==> src/rtl/risk_pkg.sv <==
// Shared definitions for the risk unit: tile geometry, risk_func encodings,
// tile type and the tile writer FSM states.
package risk_pkg;

  localparam int SZ   = 3;
  localparam int BITS = 32;
  localparam int AW   = 17;
  localparam int SW   = 15;

  typedef enum logic [2:0] {
    RISK_NOP   = 3'b000,
    RISK_STORE = 3'b001,
    RISK_LOAD  = 3'b010
  } risk_func_t;

  typedef logic [SZ*SZ*BITS-1:0] tile_t;

  typedef enum logic {
    ST_IDLE,
    ST_WRITE
  } wr_state_t;

endpackage

==> src/rtl/risk_stride_agen.sv <==
// Strided tile address generator: walks x inner / y outer and produces
// base + x*stride_x + y*stride_y by accumulation (shared with the load path).
module risk_stride_agen #(
  parameter int SZ = risk_pkg::SZ,
  parameter int AW = risk_pkg::AW,
  parameter int SW = risk_pkg::SW,
  parameter int IW = $clog2(SZ*SZ)
) (
  input  logic          clk,
  input  logic          resetn,
  input  logic          load,
  input  logic          step,
  input  logic [AW-1:0] base,
  input  logic [SW-1:0] stride_x,
  input  logic [SW-1:0] stride_y,
  output logic [IW-1:0] idx,
  output logic [AW-1:0] addr,
  output logic          last
);

  localparam int CW = (SZ > 1) ? $clog2(SZ) : 1;

  logic [CW-1:0] x_reg, y_reg;
  logic [IW-1:0] idx_reg;
  logic [AW-1:0] row_reg, col_reg, sx_reg, sy_reg;

  always_ff @(posedge clk or negedge resetn) begin
    if (!resetn) begin
      x_reg   <= '0;
      y_reg   <= '0;
      idx_reg <= '0;
      row_reg <= '0;
      col_reg <= '0;
      sx_reg  <= '0;
      sy_reg  <= '0;
    end else if (load) begin
      x_reg   <= '0;
      y_reg   <= '0;
      idx_reg <= '0;
      row_reg <= base;
      col_reg <= base;
      sx_reg  <= AW'(stride_x);
      sy_reg  <= AW'(stride_y);
    end else if (step) begin
      idx_reg <= idx_reg + IW'(1);
      if (x_reg == CW'(SZ-1)) begin
        // Row change: next column address starts from the new row origin.
        x_reg   <= '0;
        y_reg   <= y_reg + CW'(1);
        row_reg <= row_reg + sy_reg;
        col_reg <= row_reg + sy_reg;
      end else begin
        x_reg   <= x_reg + CW'(1);
        col_reg <= col_reg + sx_reg;
      end
    end
  end

  assign idx  = idx_reg;
  assign addr = col_reg;
  assign last = (x_reg == CW'(SZ-1)) && (y_reg == CW'(SZ-1));

endmodule

==> src/rtl/risk_tile_writer.sv <==
// Strided tile store engine: scatters one SZxSZ tile to word-addressed memory,
// one element per granted cycle. Optional per-element mask: RISK_TILE_WRITER_MASK_EN.
module risk_tile_writer #(
  parameter int SZ   = risk_pkg::SZ,
  parameter int BITS = risk_pkg::BITS,
  parameter int AW   = risk_pkg::AW,
  parameter int SW   = risk_pkg::SW
) (
  input  logic                 clk,
  input  logic                 resetn,
  input  logic                 cmd_valid,
  output logic                 cmd_ready,
  input  logic [AW-1:0]        cmd_base,
  input  logic [SW-1:0]        cmd_stride_x,
  input  logic [SW-1:0]        cmd_stride_y,
  input  logic [SZ*SZ*BITS-1:0] cmd_tile,
`ifdef RISK_TILE_WRITER_MASK_EN
  input  logic [SZ*SZ-1:0]     cmd_mask,
`endif
  output logic                 mem_we,
  output logic [AW-1:0]        mem_addr,
  output logic [BITS-1:0]      mem_wdata,
  input  logic                 mem_gnt,
  output logic                 busy,
  output logic                 done
);

  import risk_pkg::*;

  localparam int NEL = SZ*SZ;
  localparam int IW  = $clog2(NEL);

  wr_state_t       state_reg;
  logic            ready_reg, busy_reg, done_reg, we_reg;
  logic [BITS-1:0] wdata_reg;
  logic [BITS-1:0] elem_reg [NEL];

  logic [IW-1:0]   idx, idx_next;
  logic            last, accept, advance, step;
  logic            first_we, next_we;

  assign accept   = (state_reg == ST_IDLE) && cmd_valid;
  // A masked-out slot (we_reg=0) advances without waiting for a grant.
  assign advance  = (state_reg == ST_WRITE) && (mem_gnt || !we_reg);
  assign step     = advance && !last;
  assign idx_next = idx + IW'(1);

`ifdef RISK_TILE_WRITER_MASK_EN
  logic [NEL-1:0] mask_reg;

  always_ff @(posedge clk or negedge resetn) begin
    if (!resetn)     mask_reg <= '0;
    else if (accept) mask_reg <= cmd_mask;
  end

  assign first_we = cmd_mask[0];
  assign next_we  = mask_reg[idx_next];
`else
  assign first_we = 1'b1;
  assign next_we  = 1'b1;
`endif

  risk_stride_agen #(.SZ(SZ), .AW(AW), .SW(SW), .IW(IW)) u_agen (
    .clk      (clk),
    .resetn   (resetn),
    .load     (accept),
    .step     (step),
    .base     (cmd_base),
    .stride_x (cmd_stride_x),
    .stride_y (cmd_stride_y),
    .idx      (idx),
    .addr     (mem_addr),
    .last     (last)
  );

  always_ff @(posedge clk) begin
    if (accept) begin
      for (int i = 0; i < NEL; i++) elem_reg[i] <= cmd_tile[i*BITS +: BITS];
    end
  end

  always_ff @(posedge clk or negedge resetn) begin
    if (!resetn) begin
      state_reg <= ST_IDLE;
      ready_reg <= 1'b1;
      busy_reg  <= 1'b0;
      done_reg  <= 1'b0;
      we_reg    <= 1'b0;
      wdata_reg <= '0;
    end else begin
      done_reg <= 1'b0;
      case (state_reg)
        ST_IDLE: begin
          if (cmd_valid) begin
            state_reg <= ST_WRITE;
            ready_reg <= 1'b0;
            busy_reg  <= 1'b1;
            we_reg    <= first_we;
            wdata_reg <= cmd_tile[BITS-1:0];
          end
        end
        ST_WRITE: begin
          if (advance) begin
            if (last) begin
              state_reg <= ST_IDLE;
              ready_reg <= 1'b1;
              busy_reg  <= 1'b0;
              we_reg    <= 1'b0;
              done_reg  <= 1'b1;
            end else begin
              we_reg    <= next_we;
              wdata_reg <= elem_reg[idx_next];
            end
          end
        end
        default: state_reg <= ST_IDLE;
      endcase
    end
  end

  assign cmd_ready = ready_reg;
  assign busy      = busy_reg;
  assign done      = done_reg;
  assign mem_we    = we_reg;
  assign mem_wdata = wdata_reg;

endmodule

==> config.mk <==
export PLATFORM = sky130hd
export DESIGN_NAME = risk_tile_writer
export DESIGN_NICKNAME = d
export VERILOG_FILES = /design/src/rtl/risk_pkg.sv /design/src/rtl/risk_stride_agen.sv /design/src/rtl/risk_tile_writer.sv
export SDC_FILE = /design/constraint.sdc
export NUM_CORES = 1
export LEC_CHECK = 0
export ABC_CLOCK_PERIOD_IN_PS = 14720
export CORE_ASPECT_RATIO = 1.75
export CORE_MARGIN = 3
export CORE_UTILIZATION = 47
export CTS_CLUSTER_DIAMETER = 50
export DETAILED_ROUTE_END_ITERATION = 10
export PLACE_DENSITY_LB_ADDON = 0.25
export SLEW_MARGIN = 20
export SYNTH_ARGS = -nofsm -noshare
export SYNTH_HDL_FRONTEND = slang
export SYNTH_SLANG_ARGS = --single-unit
==> constraint.sdc <==
create_clock -name clk -period 14.72 [get_ports clk]
set_input_delay 1.472 -clock clk [delete_from_list [all_inputs] [get_ports clk]]
set_output_delay 1.472 -clock clk [all_outputs]
set_load 0.01 [all_outputs]
# ---- Yosys cells after proc, flatten, opt, wreduce, memory -nomap -nowiden
# Memory sizes are Yosys's and may differ from the RTL's.
# Cells that the tools add are included.
dict set report classes {
  add_sub_neg 5
  mul 0
  bitwise_logic 1
  n_shift 0
  reduce_logical 13
  n_mux 37
  div 0
  n_eq_ne 6
  order_cmp 0
}
# cell n
set ops {}
lappend ops {{$mux 17} 6}
lappend ops {{$mux 32} 3}
lappend ops {{$pmux 32 s2} 1}
lappend ops {{$add 17x15->17} 2}
lappend ops {{$mux 1} 15}
lappend ops {{$mux 2} 6}
lappend ops {{$mux 4} 2}
lappend ops {{$pmux 1 s2} 4}
lappend ops {{$reduce_and 3->1} 2}
lappend ops {{$add 2x1->2 const B} 2}
lappend ops {{$add 4x1->4 const B} 1}
lappend ops {{$eq 2x2->1 const B} 2}
lappend ops {{$logic_and 1x1->1} 4}
lappend ops {{$ne 2x1->1 const B} 2}
lappend ops {{$ne 2x2->1 const B} 2}
lappend ops {{$reduce_and 2->1} 2}
lappend ops {{$reduce_bool 2->1} 2}
lappend ops {{$logic_not 1->1} 2}
lappend ops {{$logic_or 1x1->1} 1}
lappend ops {{$not 1->1} 1}
dict set report word_totals {
  word_cells 76
  n_memories 1
  ff_bits 109
  ram_bits 288
  mem_bits_ro 0
  latchBits 0
  out_inout_bits 53
}
# memory words word_bits rd rd_clocked_by_memory_dff write_ports line
set mem_list {}
lappend mem_list {elem_reg 9 32 1 0 9 risk_tile_writer.sv:36} ;# logic [BITS-1:0] elem_reg [NEL];

# ---- Logic depth before layout (Yosys ltp)
dict set report logic_depth {
  word_depth 6
  depth_mapped 10
}

# ---- Hierarchy
# From an unflattened synthesis, not the netlist that was laid out.
dict set report hier_totals {
  cells_unflattened 1281
  hier_area_um2 17625.7
}
# module n_inst area_each_um2 cells_each seq_area_each_um2
set by_module_without_submodules {}
lappend by_module_without_submodules {risk_tile_writer 1 13040.0 799 9575.4}
lappend by_module_without_submodules {risk_stride_agen 1 4585.6 482 1801.7}

# ---- Least setup slack after synthesis
# OpenSTA, ideal clock, no wires.
dict set report synth_timing {
  path_type {input to register}
  from {in cmd_valid}
  to {mem elem_reg[0][0] (enable)}
  path_stages 4
  n_path_buf 2
  t_required_ns 13.957
  setup_time_ns 0.763
  arrival_ns 9.944
  path_slack_ns 4.013
  path_cell_list {nand2b_1 > clkinv_1 > clkbuf_1 > buf_1}
}
# element line
set synth_rtl {}
lappend synth_rtl {{start, declared} risk_tile_writer.sv:11} ;# input logic cmd_valid,
lappend synth_rtl {{end, declared} risk_tile_writer.sv:36}

# ---- Worst setup path after layout
dict set report layout_timing {
  from {in cmd_valid}
  to {reg u_agen.col_reg[5] (netlist: u_agen.addr[5])}
}
dict set report layout_via {
  elab_chain_len 2
  elab_cells_between_ends 3
}
# element line
set layout_rtl {}
lappend layout_rtl {{$logic_and 1x1->1 *} risk_tile_writer.sv:42} ;# assign accept = (state_reg == ST_IDLE) && cmd_valid;
lappend layout_rtl {{$mux 17 / $reduce_bool 2->1 (equally long branches)} n/a}
lappend layout_rtl {{end signal, assigned} risk_stride_agen.sv:41} ;# col_reg <= base;
lappend layout_rtl {{end signal, assigned} risk_stride_agen.sv:51} ;# col_reg <= row_reg + sy_reg;
lappend layout_rtl {{end signal, assigned} risk_stride_agen.sv:54} ;# col_reg <= col_reg + sx_reg;
lappend layout_rtl {{end, declared} risk_stride_agen.sv:25} ;# logic [AW-1:0] row_reg, col_reg, sx_reg, sy_reg;
# Every way passes the cells marked *; elsewhere a longest branch is shown, timed or not.
# A chain may end at the register's enable or synchronous reset.

==> run summary <==
* **critical setup path kind** input pin to register
* **run status** finished clean
* **wirelength, routed** 44.5 mm
* **Layout Skew** 0.0214 ns
* **most repeated cell in the gate-level netlist after synthesis** sky130_fd_sc_hd__edfxtp_1
* **Fillers** 2504
* **H-tree level count** 2
* **total clock buffers created by CTS** 37
* **routed via count divided by cell count** 5.54
* **routed len/inst** 22.5 um
* **CTS tree** built
* **CORE AREA** 34800 um^2
* **instance area at placement** 21100 um^2
* **nets@finish** 1854
* **count of buffers from port buffering** 391
* **top fanout value on the critical path** 117
* **Worst IR Drop VDD** 124 uV
* **post-cts resize count** 0
* **Syn Nets** 1468
* **first-pass detailed-route iteration total** 5
* **clock sinks** 397
* **slew at the pin with the worst max-slew slack** 1.02 ns
* **overall fraction of global-route tracks in use** 23.0%
* **Root Driver** sky130_fd_sc_hd__clkbuf_16
* **horizontal die dimension** 148 um
* **static leakage** 8.15 nW
* **end-of-flow core utilization** 63.9%
* **FF-to-FF setup slack** 11.20 ns
* **DRT iter0 DRCs** 701
* **part of the Yosys area used for sequential elements** 68.2%
* **chain of cells forming the critical path** clkdlybuf4s50_1, nand2b_2, buf_4, inv_8, buf_4, a22oi_1, o21ai_0
* **critical path startpoint category** input pin
* **post-placement setup slack** 10.23 ns
* **Final HPWL DP** 31.6 mm
* **number of placed cells counting well taps** 1902
* **CP arrival** 4.35 ns
* **count of yosys warnings during synthesis** 0
* **setup repair after global routing missed its margin** no
* **number of global-route vias before repair** 11700
* **max FFs per register** 288
* **total via count after detailed routing** 11000
* **synth unique cells** 64
* **most frequent cell on the critical path** sky130_fd_sc_hd__buf_4
* **worst-case hold slack** 0.460 ns
* **netlist area before placement** 16700 um^2
* **IO Pins** 392
* **Post-Synthesis Cells** 1095
* **worst-case clock buffer depth** 3
* **initial cell density of the core** 47.9%
* **Hold Violations, Final** 0
* **cell with the biggest individual delay on the critical path** sky130_fd_sc_hd__buf_4
* **final critical path time including I/O delays and setup** 3.93 ns
* **crit path from** cmd_valid
* **top cells by instance count after synthesis** 288 x sky130_fd_sc_hd__edfxtp_1, 144 x sky130_fd_sc_hd__nand2_1, 108 x sky130_fd_sc_hd__dfrtp_1, 66 x sky130_fd_sc_hd__nor2_1, 64 x sky130_fd_sc_hd__mux4_2
* **average footprint of a synthesized cell** 15.2 um^2
* **Synth area leaders** sky130_fd_sc_hd__edfxtp_1 52%, sky130_fd_sc_hd__dfrtp_1 16%, sky130_fd_sc_hd__mux4_2 8.6%
* **number of placement rows** 90
* **die extent in y** 255 um
* **number of buffers added for setup after CTS** 0
* **global-route wire length before repair** 66.3 mm
* **launch point of the worst reg-to-reg path** state_reg$_DFF_PN0_
* **post-layout instance area** 22200 um^2
* **count of final max-slew check failures** 0
* **total of flip-flops plus latches after synthesis** 397
* **endpoint required time on the critical path** 15.14 ns
* **CP endpoint kind** register
* **HP Start** cmd_ready$_DFFE_PN1P_
* **CTS clock-pin slew for the worst setup and hold paths** 0.06 ns
* **Routed Antenna Nets** 0
* **classification of the worst-slack hold path** register to register
* **largest net degree at the start of global routing** 118
* **worst skew pair latency** 0.52 ns
* **Worst slew margin** 32.3%
* **Tcrit/Tclk final** 26.7%
* **post-route insts no fill** 1979
* **initial antenna violation count** 10
* **Synth area leader** sky130_fd_sc_hd__edfxtp_1
* **RD Place Congestion** 0.841
* **total power draw** 4.28 mW
* **ratio of cells with drive above 1 in the final layout** 10.1%
* **number of setup violations in the final report** 0
* **most used flip-flop cell after synthesis** sky130_fd_sc_hd__edfxtp_1
* **aggregate global routing overflow** 0
* **area share of the leading cell type in the synthesized netlist** 51.9%
* **die footprint** 37900 um^2
* **total negative setup slack** 0 ns
* **Fmax** 0.254 GHz
* **FFs w/ async S/R, synth** 27.5%
* **number of enable flip-flop cells after synthesis** 288
* **maximum cell stage delay along the critical path** 0.92 ns
* **Area growth syn-to-layout** 33.3%
* **power per standard cell area** 193 nW/um^2
* **Remaining DRCs** 0
* **number of max-capacitance violations reported** 0
* **Hold-fix buffers, CTS** 0
* **slack of the critical path** 10.79 ns
-- layer usage --
metal | GRT usage, % | vias to the layer above | part of all wire (%)
met4 | 10.2 | 0 | 4.1
met5 | 0 | - | 0
met2 | 41.5 | 464 | 53
li1 | - | 5028 | -
met1 | 26.9 | 5386 | 36
met3 | 4.23 | 84 | 6.8
-- layout make-up --
class | instances | area, um^2 | share of cell area [%]
Timing Repair Buffer | 404 | 4010 | 18.0
Sequential cell | 397 | 11400 | 51.2
Clock buffer | 48 | 1010 | 4.54
Tap cell | 460 | 576 | 2.59
Clock inverter | 18 | 125 | 0.563
Antenna cell | 11 | 27.5 | 0.124
Multi-Input combinational cell | 632 | 5060 | 22.8
Inverter | 9 | 41.3 | 0.186
-- layout by cell type, fill, tap and decap left out, drive strengths merged, types with 32 or more instances in the layout --
| cell type | n |
|---|---|
| mux4 | 64 |
| clkdlybuf4s50 | 390 |
| a221oi | 33 |
| dfrtp | 108 |
| o22ai | 32 |
| a21oi | 48 |
| ha | 32 |
| nand2 | 144 |
| clkbuf | 48 |
| edfxtp | 288 |
| nor2 | 66 |
| mux2i | 38 |
-- kinds of logic (layout without fill, tap and decap cells) --
| kind of cell | count (synthesis) | count (layout) | share of synthesized area, % |
|---|---|---|---|
| DFF | 397 | 397 | 68.2 |
| and+or+nand+nor | 263 | 263 | 6.73 |
| AOI/OAI and AO/OA | 207 | 207 | 8.46 |
| muxes | 103 | 103 | 11.0 |
| buffers and inverters | 66 | 479 | 1.63 |
| adders and majority gates | 34 | 34 | 2.64 |
| xor gates and xnor gates | 25 | 25 | 1.31 |
| other | 0 | 11 | 0 |
-- power breakdown --
group,switching (mW),internal (mW)
combinational,0.936,0.872
sequential,0.153,1.41
clock,0.407,0.503
total,1.50,2.78
-- final timing paths --
kind | cells after the start | to
worst max-delay path | 7 | u_agen.addr[5]$_DFFE_PN0P_
min in group asynchronous | 1 | u_agen.sy_reg[0]$_DFFE_PN0P_
worst min-delay path | 2 | cmd_ready$_DFFE_PN1P_
worst max register to register | 6 | u_agen.addr[5]$_DFFE_PN0P_
max in group asynchronous | 2 | u_agen.idx[0]$_DFFE_PN0P_
worst min register to register | 2 | cmd_ready$_DFFE_PN1P_
-- worst max-delay path: cells and delay by family --
family	cells	cell delay [ns]
buffers and inverters	4	2.37
AOI/OAI and AO/OA	2	0.32
and+or+nand+nor	1	0.06
(Power assumes the default switching activity.)
